<file path="src/rtl/btb_predictor_pkg.sv">
// Shared constants for the BTB predictor: counter encodings and PC width.
// Optional build macro used by the top: BTB_UPD_BYPASS_EN.
`ifndef RV32_PC_WIDTH
`define RV32_PC_WIDTH 32
`endif

package btb_predictor_pkg;

    localparam int unsigned PC_W = `RV32_PC_WIDTH;

    localparam logic [1:0] BTB_CNT_SN    = 2'b00;
    localparam logic [1:0] BTB_CNT_WN    = 2'b01;
    localparam logic [1:0] BTB_CNT_WT    = 2'b10;
    localparam logic [1:0] BTB_CNT_ST    = 2'b11;
    localparam logic [1:0] BTB_CNT_RESET = BTB_CNT_WN;
    localparam logic [1:0] BTB_CNT_ALLOC = BTB_CNT_WT;

endpackage

</file>
<file path="src/rtl/btb_predictor_sat_cnt2.sv">
// 2-bit saturating direction counter next-value (combinational).
module btb_predictor_sat_cnt2
    import btb_predictor_pkg::*;
(
    input  logic [1:0] i_cnt,
    input  logic       i_taken,
    output logic [1:0] o_cnt
);

    always_comb begin
        o_cnt = i_cnt;
        if (i_taken && (i_cnt != BTB_CNT_ST)) begin
            o_cnt = i_cnt + 2'd1;
        end else if (!i_taken && (i_cnt != BTB_CNT_SN)) begin
            o_cnt = i_cnt - 2'd1;
        end
    end

endmodule

</file>
<file path="src/rtl/btb_predictor.sv">
// Direct-mapped BTB with 2-bit direction counters for a two-wide fetch group.
// Define BTB_UPD_BYPASS_EN to forward a same-cycle update into the lookup.
`ifndef RV32_PC_WIDTH
`define RV32_PC_WIDTH 32
`endif

module btb_predictor
    import btb_predictor_pkg::*;
#(
    parameter int unsigned ENTRY_NUM = 16
) (
    input  logic                      clk,
    input  logic                      rst_n,
    input  logic [`RV32_PC_WIDTH-1:0] i_pc,
    output logic                      o_pred_jmp,
    output logic [`RV32_PC_WIDTH-1:0] o_pred_jmpaddr,
    output logic                      o_pred_slot,
    input  logic                      i_upd_valid,
    input  logic [`RV32_PC_WIDTH-1:0] i_upd_pc,
    input  logic                      i_upd_taken,
    input  logic [`RV32_PC_WIDTH-1:0] i_upd_target
);

    localparam int unsigned IDX_W = $clog2(ENTRY_NUM);
    localparam int unsigned TAG_W = PC_W - 3 - IDX_W;
    localparam int unsigned TGT_W = PC_W - 2;

    logic             r_valid [ENTRY_NUM];
    logic [TAG_W-1:0] r_tag   [ENTRY_NUM];
    logic             r_slot  [ENTRY_NUM];
    logic [TGT_W-1:0] r_tgt   [ENTRY_NUM];
    logic [1:0]       r_cnt   [ENTRY_NUM];

    // Update path
    logic [IDX_W-1:0] w_upd_idx;
    logic [TAG_W-1:0] w_upd_tag;
    logic             w_upd_slot;
    logic             w_upd_match;
    logic [1:0]       w_cnt_next;
    logic             w_wr_en;
    logic [TGT_W-1:0] w_new_tgt;
    logic [1:0]       w_new_cnt;

    assign w_upd_idx   = i_upd_pc[3+IDX_W-1:3];
    assign w_upd_tag   = i_upd_pc[PC_W-1:3+IDX_W];
    assign w_upd_slot  = i_upd_pc[2];
    assign w_upd_match = r_valid[w_upd_idx] && (r_tag[w_upd_idx] == w_upd_tag)
                         && (r_slot[w_upd_idx] == w_upd_slot);

    btb_predictor_sat_cnt2 u_sat_cnt2 (
        .i_cnt   (r_cnt[w_upd_idx]),
        .i_taken (i_upd_taken),
        .o_cnt   (w_cnt_next)
    );

    // A not-taken miss leaves the table untouched.
    assign w_wr_en   = i_upd_valid && (w_upd_match || i_upd_taken);
    assign w_new_tgt = i_upd_taken ? i_upd_target[PC_W-1:2] : r_tgt[w_upd_idx];
    assign w_new_cnt = w_upd_match ? w_cnt_next : BTB_CNT_ALLOC;

    always_ff @(posedge clk or negedge rst_n) begin
        if (!rst_n) begin
            for (int i = 0; i < ENTRY_NUM; i++) begin
                r_valid[i] <= 1'b0;
                r_tag[i]   <= '0;
                r_slot[i]  <= 1'b0;
                r_tgt[i]   <= '0;
                r_cnt[i]   <= BTB_CNT_RESET;
            end
        end else if (w_wr_en) begin
            r_valid[w_upd_idx] <= 1'b1;
            r_tag[w_upd_idx]   <= w_upd_tag;
            r_slot[w_upd_idx]  <= w_upd_slot;
            r_tgt[w_upd_idx]   <= w_new_tgt;
            r_cnt[w_upd_idx]   <= w_new_cnt;
        end
    end

    // Lookup path
    logic [IDX_W-1:0] w_lk_idx;
    logic [TAG_W-1:0] w_lk_tag;
    logic             w_e_valid;
    logic [TAG_W-1:0] w_e_tag;
    logic             w_e_slot;
    logic [TGT_W-1:0] w_e_tgt;
    logic [1:0]       w_e_cnt;
    logic             w_hit;

    assign w_lk_idx = i_pc[3+IDX_W-1:3];
    assign w_lk_tag = i_pc[PC_W-1:3+IDX_W];

    always_comb begin
        w_e_valid = r_valid[w_lk_idx];
        w_e_tag   = r_tag[w_lk_idx];
        w_e_slot  = r_slot[w_lk_idx];
        w_e_tgt   = r_tgt[w_lk_idx];
        w_e_cnt   = r_cnt[w_lk_idx];
`ifdef BTB_UPD_BYPASS_EN
        if (w_wr_en && (w_upd_idx == w_lk_idx)) begin
            w_e_valid = 1'b1;
            w_e_tag   = w_upd_tag;
            w_e_slot  = w_upd_slot;
            w_e_tgt   = w_new_tgt;
            w_e_cnt   = w_new_cnt;
        end
`endif
    end

    // A slot-0 branch is behind the fetch start when fetch begins at slot 1.
    assign w_hit          = w_e_valid && (w_e_tag == w_lk_tag) && (w_e_slot >= i_pc[2]);
    assign o_pred_jmp     = w_hit && w_e_cnt[1];
    assign o_pred_jmpaddr = o_pred_jmp ? {w_e_tgt, 2'b00} : '0;
    assign o_pred_slot    = o_pred_jmp ? w_e_slot : 1'b0;

    logic w_unused_bits;
    assign w_unused_bits = ^{i_pc[1:0], i_upd_pc[1:0], i_upd_target[1:0]};

endmodule

</file>
<file path="config.mk">
export PLATFORM = sky130hd
export DESIGN_NAME = btb_predictor
export DESIGN_NICKNAME = d
export VERILOG_FILES = /design/src/rtl/btb_predictor_pkg.sv /design/src/rtl/btb_predictor_sat_cnt2.sv /design/src/rtl/btb_predictor.sv
export SDC_FILE = /design/constraint.sdc
export NUM_CORES = 2
export LEC_CHECK = 0
export ABC_AREA = 0
export CORE_UTILIZATION = 40
export DETAILED_ROUTE_END_ITERATION = 7
export HOLD_SLACK_MARGIN = 0.1
export MAX_ROUTING_LAYER = met4
export PLACE_DENSITY = 0.59
export SYNTH_ARGS = -nofsm -noshare
export SYNTH_HDL_FRONTEND = slang
export SYNTH_SLANG_ARGS = --single-unit
</file>
<file path="constraint.sdc">
create_clock -name clk -period 6 [get_ports clk]
set_input_delay 0.9 -clock clk [delete_from_list [all_inputs] [get_ports clk]]
set_output_delay 0.9 -clock clk [all_outputs]
set_load 0.01 [all_outputs]
</file>
# After elaboration in Yosys (flattened, before gate mapping)

Index checks and enable logic that the tools add are counted.

Add/sub/neg operators: 2
Order comparisons: 4
Equal/unequal tests: 4
Muxes and demuxes: 48
Bitwise operators: 3
Reduce and logical (&&, ||, !) cells: 12

Operators by type and width:

| cell                                                | count |
|---|---|
| bitwise mux 480 bit                                 | 1 |
| bitwise mux 400 bit                                 | 1 |
| binary-select mux 30 bit (select 4 bit)             | 2 |
| binary-select mux 25 bit (select 4 bit)             | 2 |
| two-way mux 30 bit                                  | 6 |
| two-way mux 25 bit                                  | 5 |
| demux 30 bit (select 4 bit)                         | 1 |
| demux 25 bit (select 4 bit)                         | 1 |
| == test 25 bit                                      | 2 |
| bitwise mux 32 bit                                  | 1 |
| two-way mux 32 bit                                  | 1 |
| binary-select mux 1 bit (select 4 bit)              | 4 |
| binary-select mux 2 bit (select 4 bit)              | 2 |
| bitwise mux 16 bit                                  | 1 |
| two-way mux 2 bit                                   | 8 |
| OR 16 bit                                           | 1 |
| >= comparator 5 bit (second input constant)         | 2 |
| two-way mux 1 bit                                   | 10 |
| inverter 4 -> 5 bit                                 | 2 |
| logical AND 1 bit                                   | 9 |
| demux 2 bit (select 4 bit)                          | 1 |
| < comparator 5 x 1 -> 1 bit (second input constant) | 1 |
| demux 1 bit (select 4 bit)                          | 1 |
| adder 2 x 1 -> 2 bit (second input constant)        | 1 |
| other kinds (7)                                     | 7 |

Bits in registers: 944
Output and inout bits: 34

# Longest topological paths before layout

Word-level depth: 10
Mapped depth: 18
Depth with buffers taken out: 9

# Cells and area by module

From an unflattened synthesis, not the netlist that was laid out.

Cell total of the unflattened synthesis: 3227
Area total of the unflattened synthesis: 51207.9 um2

By module, submodules not included:

| module                 | instances | cells each | area an instance (um2) | seq. area each (um2) |
|---|---|---|---|---|
| btb_predictor          | 1         | 3220       | 51147.8                | 23642.7 |
| btb_predictor_sat_cnt2 | 1         | 7          | 60.1                   | 0.0 |

# Worst setup path before layout

OpenSTA, ideal clock, no wires.

Path type: input -> output
From: input i_pc[3]
To: output o_pred_jmpaddr[10]
Data arrival time: 4.073 ns
Data required time: 5.100 ns
Path slack: 1.027 ns
Stages on the path: 9
Path buffers: 6
Cell sequence: buf_2 buf_2 clkbuf_1 clkbuf_1 clkbuf_1 buf_1 mux4_2 mux4_2 nor2b_1

Longest elaborated chain between the ends: 9

Ends and longest elaborated chain:

| element                                               | line                 | RTL |
|---|---|---|
| start, declared                                       | btb_predictor.sv:14  | `` input logic [`RV32_PC_WIDTH-1:0] i_pc, `` |
| inverter 4 -> 5 bit (not written as such) (*)         | -                    |  |
| binary-select mux 25 bit (select 4 bit)               | btb_predictor.sv:94  | `w_e_tag = r_tag[w_lk_idx];` |
| two-way mux 25 bit (not written as such) (2 in a row) | btb_predictor.sv:94  |  |
| == test 25 bit                                        | btb_predictor.sv:110 | `assign w_hit = w_e_valid && (w_e_tag == w_lk_tag) && (w_e_slot >= i_pc[2]);` |
| logical AND 1 bit (2 in a row)                        | btb_predictor.sv:110 |  |
| logical AND 1 bit                                     | btb_predictor.sv:111 | `assign o_pred_jmp = w_hit && w_e_cnt[1];` |
| two-way mux 32 bit (*)                                | btb_predictor.sv:112 | `assign o_pred_jmpaddr = o_pred_jmp ? {w_e_tgt, 2'b00} : '0;` |
| end, declared                                         | btb_predictor.sv:16  | `` output logic [`RV32_PC_WIDTH-1:0] o_pred_jmpaddr, `` |

Mark *: on every way between the ends. The rest lies on a longest branch, timed or not. The select of a mux whose other input is x is not followed.

# Worst setup path after layout

From: input i_pc[3]
To: output o_pred_jmpaddr[9]

Same word-level chain as after synthesis.

==> metrics.txt <==
Most Used Layer, Global Route=met2; Synth Flop Type=dfrtp_1; crit end category=output pin; Die X=361 µm; met2 Usage GRT=37.0%; sequential area share after synthesis=45.9%; DRC viols=0; Worst-Skew Late Latency=0.71 ns; first-pass GRT wire length=223 mm; final std cells w/o fill=5067; Yosys reg bits=944; reg2reg path depth=11; IO buf count=125; routed vias/inst=6.05; CP Data Arrival Time=4.79 ns; max-slew violations=0; Setup TNS Final=0 ns; status=complete, no violations; Syn Inst Count=3303; CTS HTree Levels=3; Final Hold Fails=0; Slew headroom=26.1%; total die area=130000 µm²; Synth cell types=66; placement row count=131; clock sinks=944; CTS Hold Bufs=0; layout cell share with drive strength beyond 1=50.6%; Power Density=326 nW/µm²; Final ANT Viol Nets=0; leakage power=24.8 nW; M1 GR Usage=32.2%; Final nets=3416; Critical Path Start=i_pc[3]; share of async-settable or async-resettable flops after synthesis=100%; Initial DRC Count=2294; Overall Global Routing Usage=23.5%; fin crit period=5.69 ns; number of max-cap violations=0; Hold Path Class=in -> async; RD Place Congestion=0.802; IO Pins=134; number of buffers created by CTS=104; Detailed Place HPWL=87.5 mm; final setup fails=0; largest net degree at the start of global routing=134; r2r setup slk=1.73 ns; critical path type=in -> out; critical path launch point type=primary input; Place WS=0.260 ns; vias in the first global route=32400; final WL=146 mm; CTS tree=yes; Inst Count DP=4870; Setup Fix Bufs, Post-CTS=0; Longest Clk Path Bufs=3; P&R area growth vs syn=13.0%; Root Driver=clkbuf_16; die height=361 µm; layout filler cell count=11000; starting density of the core=40.3%; Synth Warn #=0; r2r startpoint=r_tag[63]; drt first pass iters=5; Avg WL per Cell=28.7 µm; initial antenna violation count=6; Layout Skew=0.0250 ns; RSZ-0062 raised after global routing=no; setup ws final=0.315 ns; Post-synth EDFFs=0; remaining global-route overflow=0; period utilization=94.8%; Fmax=176 MHz; reg-to-reg endpoint=r_tag[83]; critical path required time=5.10 ns; via count=30600; Syn Area/Cell=15.6 µm²; CTS resizes=0; crit-path max FO=40; maximum vdd ir drop=205 µV; GR met3 Demand/Resource=3.00%; actual slew at the worst max-slew pin=1.11 ns; crit path to=o_pred_jmpaddr[9]; core area=128000 µm²; mapped cell area=51500 µm²; clk slew on worst S/H paths=0.06 ns
cell usage in the layout, fill, tap and decap left out, drive strengths merged, types with 27 or more instances in the layout:
cell           synthesis  layout
mux4                 521     521
mux2                 903     903
nand2                130     130
mux2i                 94      94
nor2b                 38      38
dfrtp                928     928
xnor2                 34      34
buf                  204     138
clkbuf               147     156
inv                   25      27
clkdlybuf4s50          0     115
per-stage QoR:
stage          hold WS, ns  util, %  total power, mW  area, µm²
6_report             0.194     45.6             19.0      58200
5_1_grt              0.268     45.5             19.8      58200
4_1_cts              0.240     45.5             19.1      58100
3_5_place_dp         0.460     42.7             12.3      54500
3_3_place_gp         0.456     42.7             12.2      54500
2_1_floorplan        0.447        -             11.1      51500
where the power goes:
group | switching, mW | leakage, nW | internal [mW]
Clock | 2.69 | 1.79 | 4.08
Combinational | 1.50 | 10.7 | 2.31
Sequential | 0.866 | 12.2 | 7.54
logic make-up (layout without fill, tap and decap cells):
kind of cell | count (synthesis) | after routing | synth area share, %
adder cells (fa/ha/maj) | 2 | 2 | 0.0486
buffers and inverters | 376 | 471 | 3.95
multiplexers | 1518 | 1518 | 44.5
flip-flops | 944 | 944 | 45.9
XOR/XNOR | 60 | 60 | 1.02
AND/OR/NAND/NOR | 275 | 275 | 2.57
AO/OA/AOI/OAI | 127 | 127 | 1.98
other | 1 | 8 | 0.00728
area by class of cell:
type | count | area, µm² | share of cell area (%)
inverters | 25 | 93.8 | 0.161
well taps | 1662 | 2080 | 3.58
diodes | 6 | 15.0 | 0.0258
repair buffers | 255 | 2860 | 4.92
multi-input cells | 1984 | 25900 | 44.4
flip-flops and latches | 944 | 23600 | 40.6
clock inverters | 37 | 513 | 0.882
clock buffers | 154 | 3100 | 5.34
per-layer routing:
metal	routed length, µm	vias up
met5	0	-
met3	6240	205
li1	-	12700
met4	3370	0
met1	65200	16900
met2	70800	791
worst max-delay path, stage by stage:
cell and delay [ns]:
buf_8 0.39, mux4_2 0.56, mux4_2 0.51, xnor2_1 0.19
nand4_1 0.27, a2111oi_0 0.50, buf_4 0.22, nand4_1 0.16
buf_12 0.22, nor2b_1 0.19, clkdlybuf4s50_1 0.55
cells in the mapped netlist, drive strengths merged, types with 13 or more instances:
library cell	instances	area [µm²]
a22oi	18	135
a2bb2oi	17	168
and2	19	119
buf	204	1390
clkbuf	147	552
dfrtp	928	23200
dfstp	16	420
inv	25	93.8
mux2	903	10200
mux2i	94	941
mux4	521	11700
nand2	130	488
nand3	13	65.1
nor2	26	97.6
nor2b	38	238
o21ai	15	75.1
o32ai	15	131
or2	18	113
xnor2	34	298
xor2	26	228
state kept, by name, indices dropped and copies added (netlist names):
name     cells
r_tag      400
r_cnt       32
r_valid     16
r_slot      16
r_tgt      480
how the worst min path moves through the flow:
stage	start	end	slack [ns]	cells after the start
floorplan	r_cnt[10]	r_cnt[10]	0.45	2
global placement	r_cnt[6]	r_cnt[6]	0.46	2
detailed placement	r_cnt[4]	r_cnt[4]	0.46	2
CTS	rst_n	r_tgt[64]	0.24	1
global route	rst_n	r_tgt[306]	0.27	1
finish	rst_n	r_tgt[306]	0.19	1
Note: power is estimated with default switching activity, not from simulation.
